[src/rtl/beta_exe_wb_stage.sv]
// Execute-to-writeback stage: a 2-entry result buffer between the ALU and the
// register-file write port, with SLT status conversion and youngest-first forwarding.

typedef struct packed {
  logic zero;
  logic overflow;
  logic negative;
} exe_alu_status_t;

module beta_exe_wb_stage #(
  parameter int DataWidth    = 32,
  parameter int RegAddrWidth = 5
) (
  input  logic                    clk_i,
  input  logic                    rstn_i,
  input  logic                    exe_valid_i,
  output logic                    exe_ready_o,
  input  logic [DataWidth-1:0]    exe_result_i,
  input  exe_alu_status_t         exe_stat_i,
  input  logic                    exe_slt_i,
  input  logic [RegAddrWidth-1:0] exe_rd_addr_i,
  input  logic                    exe_rd_we_i,
  input  logic                    flush_i,
  input  logic                    rf_grant_i,
  output logic                    rf_we_o,
  output logic [RegAddrWidth-1:0] rf_waddr_o,
  output logic [DataWidth-1:0]    rf_wdata_o,
  input  logic [RegAddrWidth-1:0] fwd_raddr_i,
  output logic                    fwd_hit_o,
  output logic [DataWidth-1:0]    fwd_data_o,
  output logic [1:0]              occupancy_o
);

  logic [DataWidth-1:0]    r_data [2];
  logic [RegAddrWidth-1:0] r_addr [2];
  logic [1:0]              r_we;
  logic [1:0]              r_vld;
  logic                    r_head;
  logic                    r_tail;
  logic [1:0]              r_count;

  logic                    w_push;
  logic                    w_pop;
  logic                    w_nonempty;
  logic                    w_young;
  logic [DataWidth-1:0]    w_push_data;
  logic                    w_push_we;
  logic                    w_unused_stat;

  assign w_unused_stat = ^{exe_stat_i.zero, exe_stat_i.overflow};

  assign w_nonempty  = (r_count != 2'd0);
  assign exe_ready_o = rstn_i & (r_count != 2'd2) & ~flush_i;
  assign w_push      = exe_valid_i & exe_ready_o;

  assign w_push_data = exe_slt_i ? {{(DataWidth-1){1'b0}}, exe_stat_i.negative} : exe_result_i;
  assign w_push_we   = exe_rd_we_i & (exe_rd_addr_i != '0);

  // Head presentation; gated by reset so nothing is requested while it is held
  always_comb begin
    rf_we_o    = 1'b0;
    rf_waddr_o = '0;
    rf_wdata_o = '0;
    if (rstn_i && w_nonempty) begin
      rf_we_o    = r_we[r_head] & ~flush_i;
      rf_waddr_o = r_addr[r_head];
      rf_wdata_o = r_data[r_head];
    end
  end

  // Non-writing entries retire without waiting for the arbiter
  assign w_pop = (rf_we_o & rf_grant_i) | (rstn_i & w_nonempty & ~r_we[r_head] & ~flush_i);

  assign occupancy_o = r_count;
  assign w_young     = ~r_tail;

  // Youngest entry (tail-1) is checked first; the other slot is the older one
  always_comb begin
    fwd_hit_o  = 1'b0;
    fwd_data_o = '0;
    if (rstn_i && fwd_raddr_i != '0) begin
      if (r_vld[w_young] && r_we[w_young] && r_addr[w_young] == fwd_raddr_i) begin
        fwd_hit_o  = 1'b1;
        fwd_data_o = r_data[w_young];
      end else if (r_vld[r_tail] && r_we[r_tail] && r_addr[r_tail] == fwd_raddr_i) begin
        fwd_hit_o  = 1'b1;
        fwd_data_o = r_data[r_tail];
      end
    end
  end

  always_ff @(posedge clk_i or negedge rstn_i) begin
    if (!rstn_i) begin
      r_count <= 2'd0;
      r_head  <= 1'b0;
      r_tail  <= 1'b0;
      r_vld   <= 2'b00;
    end else if (flush_i) begin
      r_count <= 2'd0;
      r_head  <= 1'b0;
      r_tail  <= 1'b0;
      r_vld   <= 2'b00;
    end else begin
      if (w_push) begin
        r_vld[r_tail] <= 1'b1;
        r_tail        <= ~r_tail;
      end
      if (w_pop) begin
        r_vld[r_head] <= 1'b0;
        r_head        <= ~r_head;
      end
      case ({w_push, w_pop})
        2'b10:   r_count <= r_count + 2'd1;
        2'b01:   r_count <= r_count - 2'd1;
        default: r_count <= r_count;
      endcase
    end
  end

  // Entry payload carries no reset; validity is tracked by r_vld/r_count
  always_ff @(posedge clk_i) begin
    if (w_push) begin
      r_data[r_tail] <= w_push_data;
      r_addr[r_tail] <= exe_rd_addr_i;
      r_we[r_tail]   <= w_push_we;
    end
  end

endmodule

[config.mk]
export PLATFORM = sky130hd
export DESIGN_NAME = beta_exe_wb_stage
export DESIGN_NICKNAME = d
export VERILOG_FILES = /design/src/rtl/beta_exe_wb_stage.sv
export SDC_FILE = /design/constraint.sdc
export NUM_CORES = 1
export LEC_CHECK = 0
export CORE_UTILIZATION = 53
export CTS_CLUSTER_DIAMETER = 150
export CTS_CLUSTER_SIZE = 16
export DETAILED_ROUTE_END_ITERATION = 6
export GPL_ROUTABILITY_DRIVEN = 0
export PLACE_DENSITY_LB_ADDON = 0.05
export RECOVER_POWER = 100
export REMOVE_ABC_BUFFERS = 1
export SKIP_CTS_REPAIR_TIMING = 1
export SYNTH_ARGS = -nofsm -noshare
export SYNTH_HDL_FRONTEND = slang
export SYNTH_SLANG_ARGS = --single-unit
[constraint.sdc]
create_clock -name clk_i -period 6.9 [get_ports clk_i]
set_input_delay 1.035 -clock clk_i [delete_from_list [all_inputs] [get_ports clk_i]]
set_output_delay 1.035 -clock clk_i [all_outputs]
set_load 0.02 [all_outputs]
==> run metrics <==
status=finished, violations left; violated checks=capacitance limit, slew limit; post-synthesis simple-gate area fraction=0.101; antenna violations before repair=1; Post-Syn Area=0.00471 mm^2; P_leak=0.00202 uW; part of the power in registers=0.509; Sink Count=slightly above 80; synth unique cells=36; routed length per instance=18.8 um; layout cell share with drive strength beyond 1=0.109; IO Pins=126; TNS Setup=0 ns; # H-tree levels=3; Final nets=542; Vias/cell=6.15; first-pass GRT wire length=17100 um; Clk pin slew, worst setup/hold paths=0.08 ns; dpl hpwl=6970 um; Placed Area=roughly 0.0060 mm^2; total wire length=11400 um; CTS tree=built; CP cell instances=mux2i_1 -> xor2_1 -> nand4_1 -> a211oi_4 -> clkbuf_2 -> a221oi_1 -> a211oi_2 -> dlygate4sd3_1; predominant post-synthesis flop cell=edfxtp_1; cell count after synthesis=386; gr ovfl total=0; Final Cell Area=between 0.006 and 0.007 mm^2; proportion of synthesized area in mux cells=0.104; yosys warns=0; Final Core Density=0.712; sw frac=0.255; Synth Area per Inst=about 12 um^2; Clock Skews=around 0.0084 ns; R2R depth=3; DIE HEIGHT=96.3 um; most frequent cell after synthesis=edfxtp_1; register area share after synthesis=0.516; largest family of logic cells by synthesized area=compound AO/OA/AOI/OAI gates; Port Buf Inserts=123; Routed Antenna Nets=0; First-pass DRT Iterations=5; Adder-Cell Fraction of Synth Area=0; Final min period=5.83 ns; die width=between 90 and 100 um; DRC violations left=0; std cell rows=34; max-slew violation count=~150; Inserted Clock Buffers=9; measured slew at the worst slew-check pin=about 3.2 ns; power per cell area=185 mW/mm^2; non-filler cells, final=603; final setup margin=1.07 ns; die area=0.00927 mm^2; Setup violations, final=0; slowest library cell on the worst path=dfrtp_4; crit share post-route=0.845; Synth area leader=edfxtp_1; synth top area cells=edfxtp_1, mux2i_1, a211oi_2, a221oi_1, a22oi_1; Fin. Hold Viols=0; EDFF count, synth=76; Gate power share=0.174; CP bufs+invs=2; Hold WC Path Type=reg -> reg; dpl ws=1.67 ns; complex-gate fraction of the synthesized area=0.214; Initial Util=0.543; Post-Synth XOR/XNOR Area=0.0242; Post-synth top cells=edfxtp_1, mux2i_1, nor2_1; Layout Area Growth over Synthesis=31.0%; multi-input logic area=roughly 0.0021 mm^2; FFs w/ async S/R, synth=0.0732; Crit Path Class=reg -> out; Setup crit start kind=register; CP delay by family, top=buffers and inverters; CP Capture Type=output port; Int Power=about 850 uW; Psw=292 uW; clk buf depth=2; min-delay src=r_vld[0]; hold depth=2; Max-cap violations=4; Clock Power Share=0.317; Filler cells=654; vias in the first global route=3551; CP max FO=between 80 and 90; Clock Root Buffer=clkbuf_8; Yosys top cell area share=0.484; via count=3709; R2R Setup Slk=3.11 ns; crit-path max cell delay=1.15 ns; Cells after DPL=587; RSZ-0062 raised after global routing=no; Core Area=between 0.008 and 0.009 mm^2; Global Route Usage Sum=0.248; reg2reg end=r_vld[1]; flip-flop and latch area=0.00244 mm^2; peak supply drop=0.119 mV; Worst EP required=5.86 ns; largest net degree at the start of global routing=83; 1st-iter DRT viols=270; Worst-Skew Late Latency=0.34 ns; relative slew slack=-1.12; Worst EP arrival=4.79 ns; reg2reg start=r_tail; hold endpoint=r_vld[0]; fmax=172 MHz; number of synthesized register bits=between 80 and 90
==> kinds of logic after synthesis <==
| group | after synthesis |
|---|---|
| compound gates | 110 |
| xor+xnor | 13 |
| buf+inv | 39 |
| flops | 82 |
| mux | 49 |
| simple gates | 93 |
==> worst max path at each step <==
stage / startpoint / end / slack [ns] / cells past startpoint
global placement: fwd_raddr_i[4] / fwd_data_o[31] / 1.70 / 8
global route: r_tail / fwd_data_o[26] / 0.78 / 8
floorplan: r_tail / fwd_data_o[0] / 0.92 / 6
detailed placement: fwd_raddr_i[4] / fwd_data_o[27] / 1.67 / 8
finish: r_tail / fwd_data_o[8] / 1.07 / 8
CTS: r_tail / fwd_data_o[27] / 1.37 / 8
==> cells in the final DEF, fill, tap and decap left out, drive strengths merged <==
cell           synthesis  final
a211oi                34     34
a21oi                  1      1
a221oi                32     32
a22oi                 32     32
and2                   2      2
and3                   2      2
and4                   1      1
buf                   19      4
bufinv                 0      2
clkbuf                18     12
clkdlybuf4s50          0     45
clkinv                 0      2
clkinvlp               0      2
dfrtp                  6      6
diode                  0      1
dlygate4sd3            0     78
edfxtp                76     76
inv                    2      2
mux2                   1      1
mux2i                 48     48
nand2                  3      3
nand2b                 1      1
nand3                  3      3
nand4                  1      1
nor2                  44     44
nor2b                 31     31
nor3                   2      2
nor4                   1      1
o211ai                 1      1
o21a                   2      2
o21ai                  5      5
o21ba                  1      1
o22ai                  2      2
or4                    2      2
xnor2                  7      7
xor2                   6      6
==> worst register-to-register path, stage by stage (launching register included) <==
cell and delay (ns):
dfrtp_4 1.15, and2_0 2.12, o22ai_1 0.27, nor2_1 0.18
==> stage by stage <==
step	power [uW]	hold slack [ns]
final	1150	0.561
after global routing	1190	0.610
after CTS	1160	0.569
after detailed placement	802	0.551
after global placement	797	0.508
after floorplan	703	0.486
==> area by class of cell <==
cell class                 instances  share of cell area
multi-input combinational        265               0.342
clock buffer                       9              0.0201
sequential                        82               0.395
antenna                            1            0.000405
clock inverter                     6              0.0134
timing repair buffer             130               0.206
tap                              108              0.0219
inverter                           2             0.00122
==> power by group through the flow <==
stage                     Clock, uW  Sequential, uW  Combinational, uW
final                           364             583                199
after global placement            0             592                205
after floorplan                   0             593                110
after global routing            393             585                214
after detailed placement          0             593                208
after CTS                       370             582                210
==> metal layers <==
metal	track usage	routed length, um	up-vias
li1	-	-	1725
met1	0.312	4710	1866
met2	0.426	5950	111
met3	0.0482	617	7
met4	0.0895	77	0
met5	0	0	-
==> flip-flops by register name (all words and copies together), names as in the netlist <==
| register | flops |
|---|---|
| occupancy_o | 2 |
| r_addr | 10 |
| r_data | 64 |
| r_head | 1 |
| r_tail | 1 |
| r_vld | 2 |
| r_we | 2 |
(Power assumes the default switching activity.)
